--- src/rtl/cpu_types_pkg.sv ---
`default_nettype none
// ============================================================================
//  Module      : cpu_types_pkg
//  Description : Shared ISA types for the 5-stage MIPS core (opcode encodings).
//  Revision    : 1.0  initial release
// ============================================================================
package cpu_types_pkg;

    // Primary opcode field encodings, instr[31:26]
    typedef enum logic [5:0] {
        OP_RTYPE = 6'h00,
        OP_BEQ   = 6'h04,
        OP_LW    = 6'h23,
        OP_SW    = 6'h2B,
        OP_HALT  = 6'h3F
    } opcode_t;

endpackage : cpu_types_pkg
`default_nettype wire

--- src/rtl/pipeline_regs_pkg.sv ---
`default_nettype none
// ============================================================================
//  Module      : pipeline_regs_pkg
//  Description : Payload types and constants for the inter-stage pipeline
//                registers (IF/ID now; ID/EX, EX/MEM, MEM/WB to follow).
//  Revision    : 1.0  initial release
// ============================================================================
package pipeline_regs_pkg;

    // sll $0,$0,0 -- architecturally a no-op, used as the bubble instruction
    localparam logic [31:0] c_nop_instr = 32'h0000_0000;

    typedef struct packed {
        logic [31:0] instr;
        logic [31:0] npc;
        logic        valid;
    } if_id_t;

    // Bubble payload: NOP word, zero PC, not valid
    function automatic if_id_t make_bubble(input logic [31:0] nop);
        if_id_t b;
        b.instr = nop;
        b.npc   = 32'h0000_0000;
        b.valid = 1'b0;
        return b;
    endfunction

endpackage : pipeline_regs_pkg
`default_nettype wire

--- src/rtl/sat_counter.sv ---
`default_nettype none
// ============================================================================
//  Module      : sat_counter
//  Description : Synchronous up-counter that sticks at all-ones instead of
//                wrapping. Used for performance/debug event counts.
//  Revision    : 1.0  initial release
// ============================================================================
module sat_counter #(
    parameter int WIDTH = 16
) (
    input  logic             clk,
    input  logic             rst,
    input  logic             clear,
    input  logic             inc,
    output logic [WIDTH-1:0] count
);

    logic [WIDTH-1:0] r_count;

    // Count events, holding once every bit is set
    always_ff @(posedge clk) begin
        if (rst || clear) begin
            r_count <= '0;
        end else if (inc && (r_count != {WIDTH{1'b1}})) begin
            r_count <= r_count + 1'b1;
        end
    end

    assign count = r_count;

endmodule : sat_counter
`default_nettype wire

--- src/rtl/if_id_pipe_reg.sv ---
`default_nettype none
// ============================================================================
//  Module      : if_id_pipe_reg
//  Description : IF/ID pipeline register. Captures instruction/PC+4 on ihit,
//                holds on stall, squashes to a NOP bubble on flush or fetch
//                miss, and latches HALT so nothing younger reaches decode.
//  Revision    : 1.0  initial release
// ============================================================================
module if_id_pipe_reg
    import cpu_types_pkg::*;
    import pipeline_regs_pkg::*;
#(
    parameter logic [31:0] NOP_INSTR   = c_nop_instr,
    parameter logic [5:0]  HALT_OPCODE = OP_HALT,
    parameter int          CNT_W       = 16
) (
    input  logic             CLK,
    input  logic             RST,
    input  logic             ihit,
    input  logic             stall,
    input  logic             flush,
    input  logic [31:0]      instr_IF,
    input  logic [31:0]      npc_IF,
    output logic [31:0]      instr_ID,
    output logic [31:0]      npc_ID,
    output logic [5:0]       opcode_IF_ID,
    output logic [5:0]       func_IF_ID,
    output logic [15:0]      imm16_IF_ID,
    output logic [4:0]       rs_ID,
    output logic [4:0]       rt_ID,
    output logic [4:0]       rd_ID,
    output logic [4:0]       shamt_ID,
    output logic             valid_ID,
    output logic             halt_latched,
    output logic [CNT_W-1:0] bubble_cnt
);

    if_id_t r_if_id;
    logic   r_halt;
    logic   w_is_halt;
    logic   w_load_bubble;

    assign w_is_halt = (instr_IF[31:26] == HALT_OPCODE);

    // A bubble is loaded on flush (even over stall), or when not stalled and
    // either HALT is latched or fetch missed. Reset is handled in the counter.
    assign w_load_bubble = flush | (~stall & (r_halt | ~ihit));

    // Pipeline register and halt latch, priority: RST, flush, stall, halt, ihit
    always_ff @(posedge CLK) begin
        if (RST) begin
            r_if_id <= make_bubble(NOP_INSTR);
            r_halt  <= 1'b0;
        end else if (flush) begin
            r_if_id <= make_bubble(NOP_INSTR);
            r_halt  <= 1'b0;
        end else if (stall) begin
            r_if_id <= r_if_id;
            r_halt  <= r_halt;
        end else if (r_halt) begin
            r_if_id <= make_bubble(NOP_INSTR);
        end else if (ihit) begin
            r_if_id.instr <= instr_IF;
            r_if_id.npc   <= npc_IF;
            r_if_id.valid <= 1'b1;
            r_halt        <= w_is_halt;
        end else begin
            r_if_id <= make_bubble(NOP_INSTR);
        end
    end

    sat_counter #(
        .WIDTH (CNT_W)
    ) u_bubble_cnt (
        .clk   (CLK),
        .rst   (RST),
        .clear (1'b0),
        .inc   (w_load_bubble),
        .count (bubble_cnt)
    );

    assign instr_ID     = r_if_id.instr;
    assign npc_ID       = r_if_id.npc;
    assign valid_ID     = r_if_id.valid;
    assign halt_latched = r_halt;

    // Decode-side field slices of the registered instruction
    assign opcode_IF_ID = r_if_id.instr[31:26];
    assign rs_ID        = r_if_id.instr[25:21];
    assign rt_ID        = r_if_id.instr[20:16];
    assign rd_ID        = r_if_id.instr[15:11];
    assign shamt_ID     = r_if_id.instr[10:6];
    assign func_IF_ID   = r_if_id.instr[5:0];
    assign imm16_IF_ID  = r_if_id.instr[15:0];

endmodule : if_id_pipe_reg
`default_nettype wire
--- config.mk ---
export PLATFORM = sky130hd
export DESIGN_NAME = if_id_pipe_reg
export DESIGN_NICKNAME = d
export VERILOG_FILES = /design/src/rtl/cpu_types_pkg.sv /design/src/rtl/pipeline_regs_pkg.sv /design/src/rtl/sat_counter.sv /design/src/rtl/if_id_pipe_reg.sv
export SDC_FILE = /design/constraint.sdc
export NUM_CORES = 1
export LEC_CHECK = 0
export BUFFER_PORTS_ARGS = -buffer_cell sky130_fd_sc_hd__buf_2
export CORE_ASPECT_RATIO = 1.4
export CORE_MARGIN = 2
export CORE_UTILIZATION = 40
export CTS_CLUSTER_SIZE = 12
export DETAILED_ROUTE_END_ITERATION = 16
export GPL_ROUTABILITY_DRIVEN = 0
export PLACE_DENSITY = 0.85
export SYNTH_ARGS = -nofsm -noshare
export SYNTH_HDL_FRONTEND = slang
export SYNTH_SLANG_ARGS = --single-unit
--- constraint.sdc ---
create_clock -name CLK -period 1.7 [get_ports CLK]
set_input_delay 0.17 -clock CLK [delete_from_list [all_inputs] [get_ports CLK]]
set_output_delay 0.17 -clock CLK [all_outputs]
set_load 0.05 [all_outputs]
==> results of run 1 <==
[report_power, final]
part           internal, mW  switching (mW)  total, mW
clock network          1.28           0.724       2.01
registers              1.96          0.0283       1.98
logic                 0.169           0.386      0.556
total                  3.41            1.14       4.55
[stage by stage]
step / area, µm² / power, mW / worst slack, ps / TNS (ps)
3_3_place_gp: 4282 / 2.572 / 82.29 / 0
3_5_place_dp: 4282 / 2.583 / 29.54 / 0
6_report: 4633 / 4.549 / -20.48 / -20.48
5_1_grt: 4633 / 4.722 / -70.30 / -97.94
2_1_floorplan: 3512 / 2.421 / -24.81 / -24.81
4_1_cts: 4592 / 4.605 / 5.247 / 0
[timing repair]
action,4_1_cts,5_1_grt
setup buffers,0,3
endpoints found under the setup margin,0,8
gates resized for setup,0,3
[final timing paths]
path | from | endpoint | cells after the start
setup reg to reg | u_bubble_cnt.count[8] | u_bubble_cnt.count[13] | 4
hold reg to reg | valid_ID | valid_ID | 2
hold / removal | npc_IF[18] | npc_ID[18] | 3
setup / recovery | u_bubble_cnt.count[8] | u_bubble_cnt.count[13] | 4
[routing by layer]
metal | vias to the layer above | wire [µm] | GRT usage | share of wire
li1 | 1593 | - | - | -
met1 | 1530 | 3253 | 0.1917 | 0.36
met2 | 155 | 4812 | 0.3306 | 0.53
met3 | 17 | 801 | 0.04747 | 0.089
met4 | 0 | 167 | 0.08525 | 0.018
met5 | - | 0 | 0 | 0
[area by class of cell]
| type | count | share of cell area |
|---|---|---|
| Sequential cell | 82 | 0.3611 |
| Multi-Input combinational cell | 220 | 0.3027 |
| Timing Repair Buffer | 212 | 0.2393 |
| Clock buffer | 11 | 0.05023 |
| Tap cell | 105 | 0.02836 |
| Clock inverter | 5 | 0.01674 |
| Inverter | 2 | 0.001620 |
[state kept, by name, indices dropped and copies added, names as in the netlist]
signal,count
instr_ID,32
halt_latched,1
u_bubble_cnt.count,16
valid_ID,1
npc_ID,32
[worst max-delay path: cells and delay by family, from the launching register on]
kind	cells	cell delay (ps)
flops	1	410
mux	1	380
simple gates	3	810
[placed cells by master, fill, tap and decap left out, types with 7 or more instances in the layout]
cell       instances
a21oi_1            7
a22oi_1           63
buf_2            198
buf_4             13
clkbuf_16          9
dfxtp_1           65
dfxtp_2           13
mux2_2             7
nor2_1            77
nor2b_1            8
[kinds of logic (layout without fill, tap and decap cells)]
| logic type | after synthesis | after routing | share of synthesized area |
|---|---|---|---|
| buf+inv | 73 | 230 | 0.1341 |
| mux | 8 | 8 | 0.02573 |
| fa+ha+maj | 1 | 1 | 0.003623 |
| simple gates | 127 | 127 | 0.1837 |
| compound gates | 84 | 84 | 0.1775 |
| flops | 82 | 82 | 0.4754 |
==> impl_metrics.ini, run 1 <==
[sta]
hold_violations = 0
hold_slack_ps = 74.71
post-route-period-util = 1.012
finalSetupViolations = 1
max_freq_mhz = 581.2
clock_skew_ps = 8.291
drv_slew = 0
rsz0062_at_grt = yes
worst_slack_ps = -20.48
tightest_slew_ps = 421.1
relSlewSlack = 0.7120
period_needed_ps = 1720

[pwr]
leakage_nw = 2.251
powerDensity_nw_per_um2 = 981.8
vdd_drop_max_mv = 0.6367

[final_layout]
layout-drive-gt1-share = 0.4944
fillCellCount = 760
diodes = 0
regArea_um2 = 1673
fin_util = 0.5446
multi_input_area_um2 = 1403
areaGrowthSynthToFinish_pct = 34.17
stdcell_count = 637
final_nets = 597

[die]
core_area_um2 = 8508
die_x_um = 82.53
dieArea_um2 = 9403
placementRows = 40
initial_utilization = 0.4059
io-pin-count = 199
fp.dieH_um = 113.9

[synth]
synth.cell_area_um2 = 3453
synthTopCellsByArea = dfxtp_1 (48%), a22oi_1 (14%), buf_4 (11%), nor2_1 (8.5%), mux2_2 (2.3%)
synth_flop_cell = dfxtp_1
yosysUniqueCellTypes = 41
syn_nets = 445
yosysSeqAreaShare = 0.4754
yosys-top-cells-count = dfxtp_1 (82), nor2_1 (78), a22oi_1 (63)
yosysTopAreaCellShare = 0.4754
syn_avg_cell_area_um2 = 9.209
yosysMostFrequentCell = dfxtp_1
ys_ff_latch = 82
synth_cells = 375
async_reset_ff_frac = 0
yosysTopAreaCell = dfxtp_1
synth_warnings = 0
synth_edf_count = 0

[drt]
detail_route.wl_per_cell_um = 14.18
dr.pass1.iters = 4
wl_um = 9034
antenna_left = 0
drtIter0Drc = 141
viasPerCell = 5.173
remaining_drc_errors = 0
vias = 3295

[setup_path]
crit_arrival_ps = 1930
cp.required_ps = 1910
crit_chain = and4_1 -> nand2_1 -> nor4_1 -> mux2_2
critPathSlowestCell = dfxtp_2
cp_slowest_stage_delay_ps = 410
cp_max_fo = 8
r2r_setup_slack_ps = -20
crit_type = register to register
start_kind = register
end_kind = register

[status]
violations = negative setup slack
outcome = finished with violations

[cts]
cts_tree = done
numCtsBuffers = 9
cts.clk_slew.worst_paths_ps = 60
postCtsHoldBufs = 0
cts_sinks = 82
h-tree-depth = 3
clk_latency_ps = 330
cts_root_buf = clkbuf_16
clockBufferDepth = 2

[global_routing]
grt_pass1_wl_um = 13420
grt.overflow.total = 0
grt_start_max_net_pins = 40
grt_pass1_vias = 2928
antenna_found_initial = 0
grt_use_total = 0.1830

[hold_path]
min_path_type = primary input to register

[placed_design]
hpwl_um = 6518
dpl.cell_count = 618
io_buffers = 198

[flow_run]
maxCapViolations = 0
Note: power is estimated with default switching activity, not from simulation.
==> inputs of run 2 (changes only) <==
- CORE_UTILIZATION: 40 -> 41
- CTS_BUF_LIST: default -> sky130_fd_sc_hd__clkbuf_4
- HOLD_SLACK_MARGIN: default -> 0.08
- PLACE_DENSITY: 0.85 -> 0.87
==> run 2 against run 1 <==
The flow now finishes without violations. Clock-buffer cell count rose by 1. Hold slack better by 130 ps. Worst setup slack improved by 70 ps. Clock power shrank 35%. Via count rose by 8.3%. Sequential power about the same. Maximum frequency is 4.3% higher. Critical path depth is 2 higher. Sequential cell count unchanged. Critical path type unchanged. Critical endpoint is now u_bubble_cnt.count[15]. Largest power group is now sequential cells.
==> impl_metrics.ini, run 2 (synthesis results as in run 1) <==
[status]
outcome = finished, final reports clean

[sta]
worst_slack_ps = 49.98
drv_slew = 0
hold_violations = 0
max_freq_mhz = 606.1
period_needed_ps = 1650
post-route-period-util = 0.9706
clock_skew_ps = 8.292
relSlewSlack = 0.6974
rsz0062_at_grt = yes
tightest_slew_ps = 453.9
finalSetupViolations = 0

[pwr]
p_sw_frac = 0.2754
pwr-share-seq = 0.501
pwr-share-comb = 0.172
p_int_mw = 2.875
power.total_mw = 3.968
p_clk_frac = 0.327
powerDensity_nw_per_um2 = 776.1
vdd_drop_max_mv = 0.4864
leakage_nw = 2.456
power.switching_mw = 1.093

[final_layout]
multi_input_area_um2 = 1393
layout-drive-gt1-share = 0.4461
fin_area_um2 = 5112
final_common_cell = buf_2
fillCellCount = 616
stdcell_count = 696
regArea_um2 = 1673
final_nets = 659
diodes = 0
fin_util = 0.6274
areaGrowthSynthToFinish_pct = 48.04
final_cell_mix = buf_2 (198), nor2_1 (77), dfxtp_1 (65)

[hold_path]
min_path_type = primary input to register
hold_end = u_bubble_cnt.count[14]
worstHoldPathCells = 3
hold_start = RST

[setup_path]
end_kind = register
cp_max_fo = 5
worstReg2RegStart = u_bubble_cnt.count[1]
reg2reg_depth = 6
crit_family = simple AND/OR/NAND/NOR gates
critPathSlowestCell = dfxtp_4
cp_slowest_stage_delay_ps = 390
crit_type = register to register
crit_chain = ha_4 -> nand2_1 -> nor3_1 -> buf_4 -> nor4_1 -> mux2_2
r2r_setup_slack_ps = 50
crit_arrival_ps = 1970
start_kind = register
critical_path_buf_inv_count = 1
cp.required_ps = 2020
reg2reg_to = u_bubble_cnt.count[15]

[cts]
cts.clk_slew.worst_paths_ps = 130
numCtsBuffers = 9
h-tree-depth = 3
cts_root_buf = clkbuf_4
clockBufferDepth = 2
cts_tree = done
clk_latency_ps = 420
cts_sinks = 82

[die]
io-pin-count = 199
placementRows = 39
initial_utilization = 0.4238
die_x_um = 81.57
core_area_um2 = 8149
fp.dieH_um = 112.6
dieArea_um2 = 9183

[global_routing]
grt_pass1_vias = 3493
grt_start_max_net_pins = 48
grt.overflow.total = 0
grt_pass1_wl_um = 16220
antenna_found_initial = 0
grt_use_total = 0.2276

[placed_design]
dpl.cell_count = 615
post-place-ws_ps = 53.04
io_buffers = 198
hpwl_um = 6780
place_area_um2 = 4290

[drt]
vias = 3567
detail_route.wl_per_cell_um = 15.38
dr.pass1.iters = 4
remaining_drc_errors = 0
drtIter0Drc = 168
wl_um = 10710
viasPerCell = 5.125
antenna_left = 0

[flow_run]
maxCapViolations = 0
## run 2: worst max-delay path by stage
| stage | to | startpoint | depth (start not counted) | slack (ps) |
|---|---|---|---|---|
| after floorplan | u_bubble_cnt.count[10] | u_bubble_cnt.count[1] | 5 | -20 |
| final | u_bubble_cnt.count[15] | u_bubble_cnt.count[1] | 6 | 50 |
| after detailed placement | u_bubble_cnt.count[10] | u_bubble_cnt.count[0] | 5 | 50 |
| after global placement | u_bubble_cnt.count[10] | u_bubble_cnt.count[1] | 5 | 80 |
| after global routing | u_bubble_cnt.count[9] | u_bubble_cnt.count[2] | 4 | -40 |
| after CTS | u_bubble_cnt.count[10] | u_bubble_cnt.count[1] | 5 | 30 |
## run 2: power by group through the flow
stage,Clock [mW],Sequential (mW),Combinational [mW]
after floorplan,0,2.15,0.269
after global placement,0,2.02,0.549
after detailed placement,0,2.03,0.559
after CTS,1.35,1.99,0.674
after global routing,1.40,1.99,0.728
final,1.30,1.99,0.684
## run 2: cell type report
cell class | instances | share of cell area
multi-input combinational | 220 | 0.2724
inverter | 2 | 0.001468
clock inverter | 4 | 0.01468
sequential | 82 | 0.3272
clock buffer | 12 | 0.01762
tap | 102 | 0.02496
timing repair buffer | 274 | 0.3417
## run 2: repair_timing
action | 4_1_cts | 5_1_grt
setup endpoints to repair | 0 | 5
gates resized for setup | 0 | 3
endpoints found under the hold margin | 65 | 0
hold buffers | 64 | 0
buffers inserted | 0 | 1
## run 2: worst reg2reg max path: cells and delay by family, from the launching register on
family,cells,cell delay (ps)
buf+inv,1,160
fa+ha+maj,1,180
mux,1,370
flops,1,390
simple gates,3,450
## run 2: through the flow
| step | hold slack [ps] | TNS [ps] |
|---|---|---|
| floorplan | 314.1 | -24.81 |
| detailed placement | 410.5 | 0 |
| CTS | 176.1 | 0 |
| global route | 182.2 | -73.58 |
| global placement | 399.7 | 0 |
| finish | 200.0 | 0 |
## run 2: per-layer routing
| layer | GRT usage | share of wire |
|---|---|---|
| met4 | 0.1107 | 0.026 |
| met2 | 0.4235 | 0.53 |
| met5 | 0 | 0 |
| met1 | 0.2275 | 0.36 |
| met3 | 0.05386 | 0.076 |
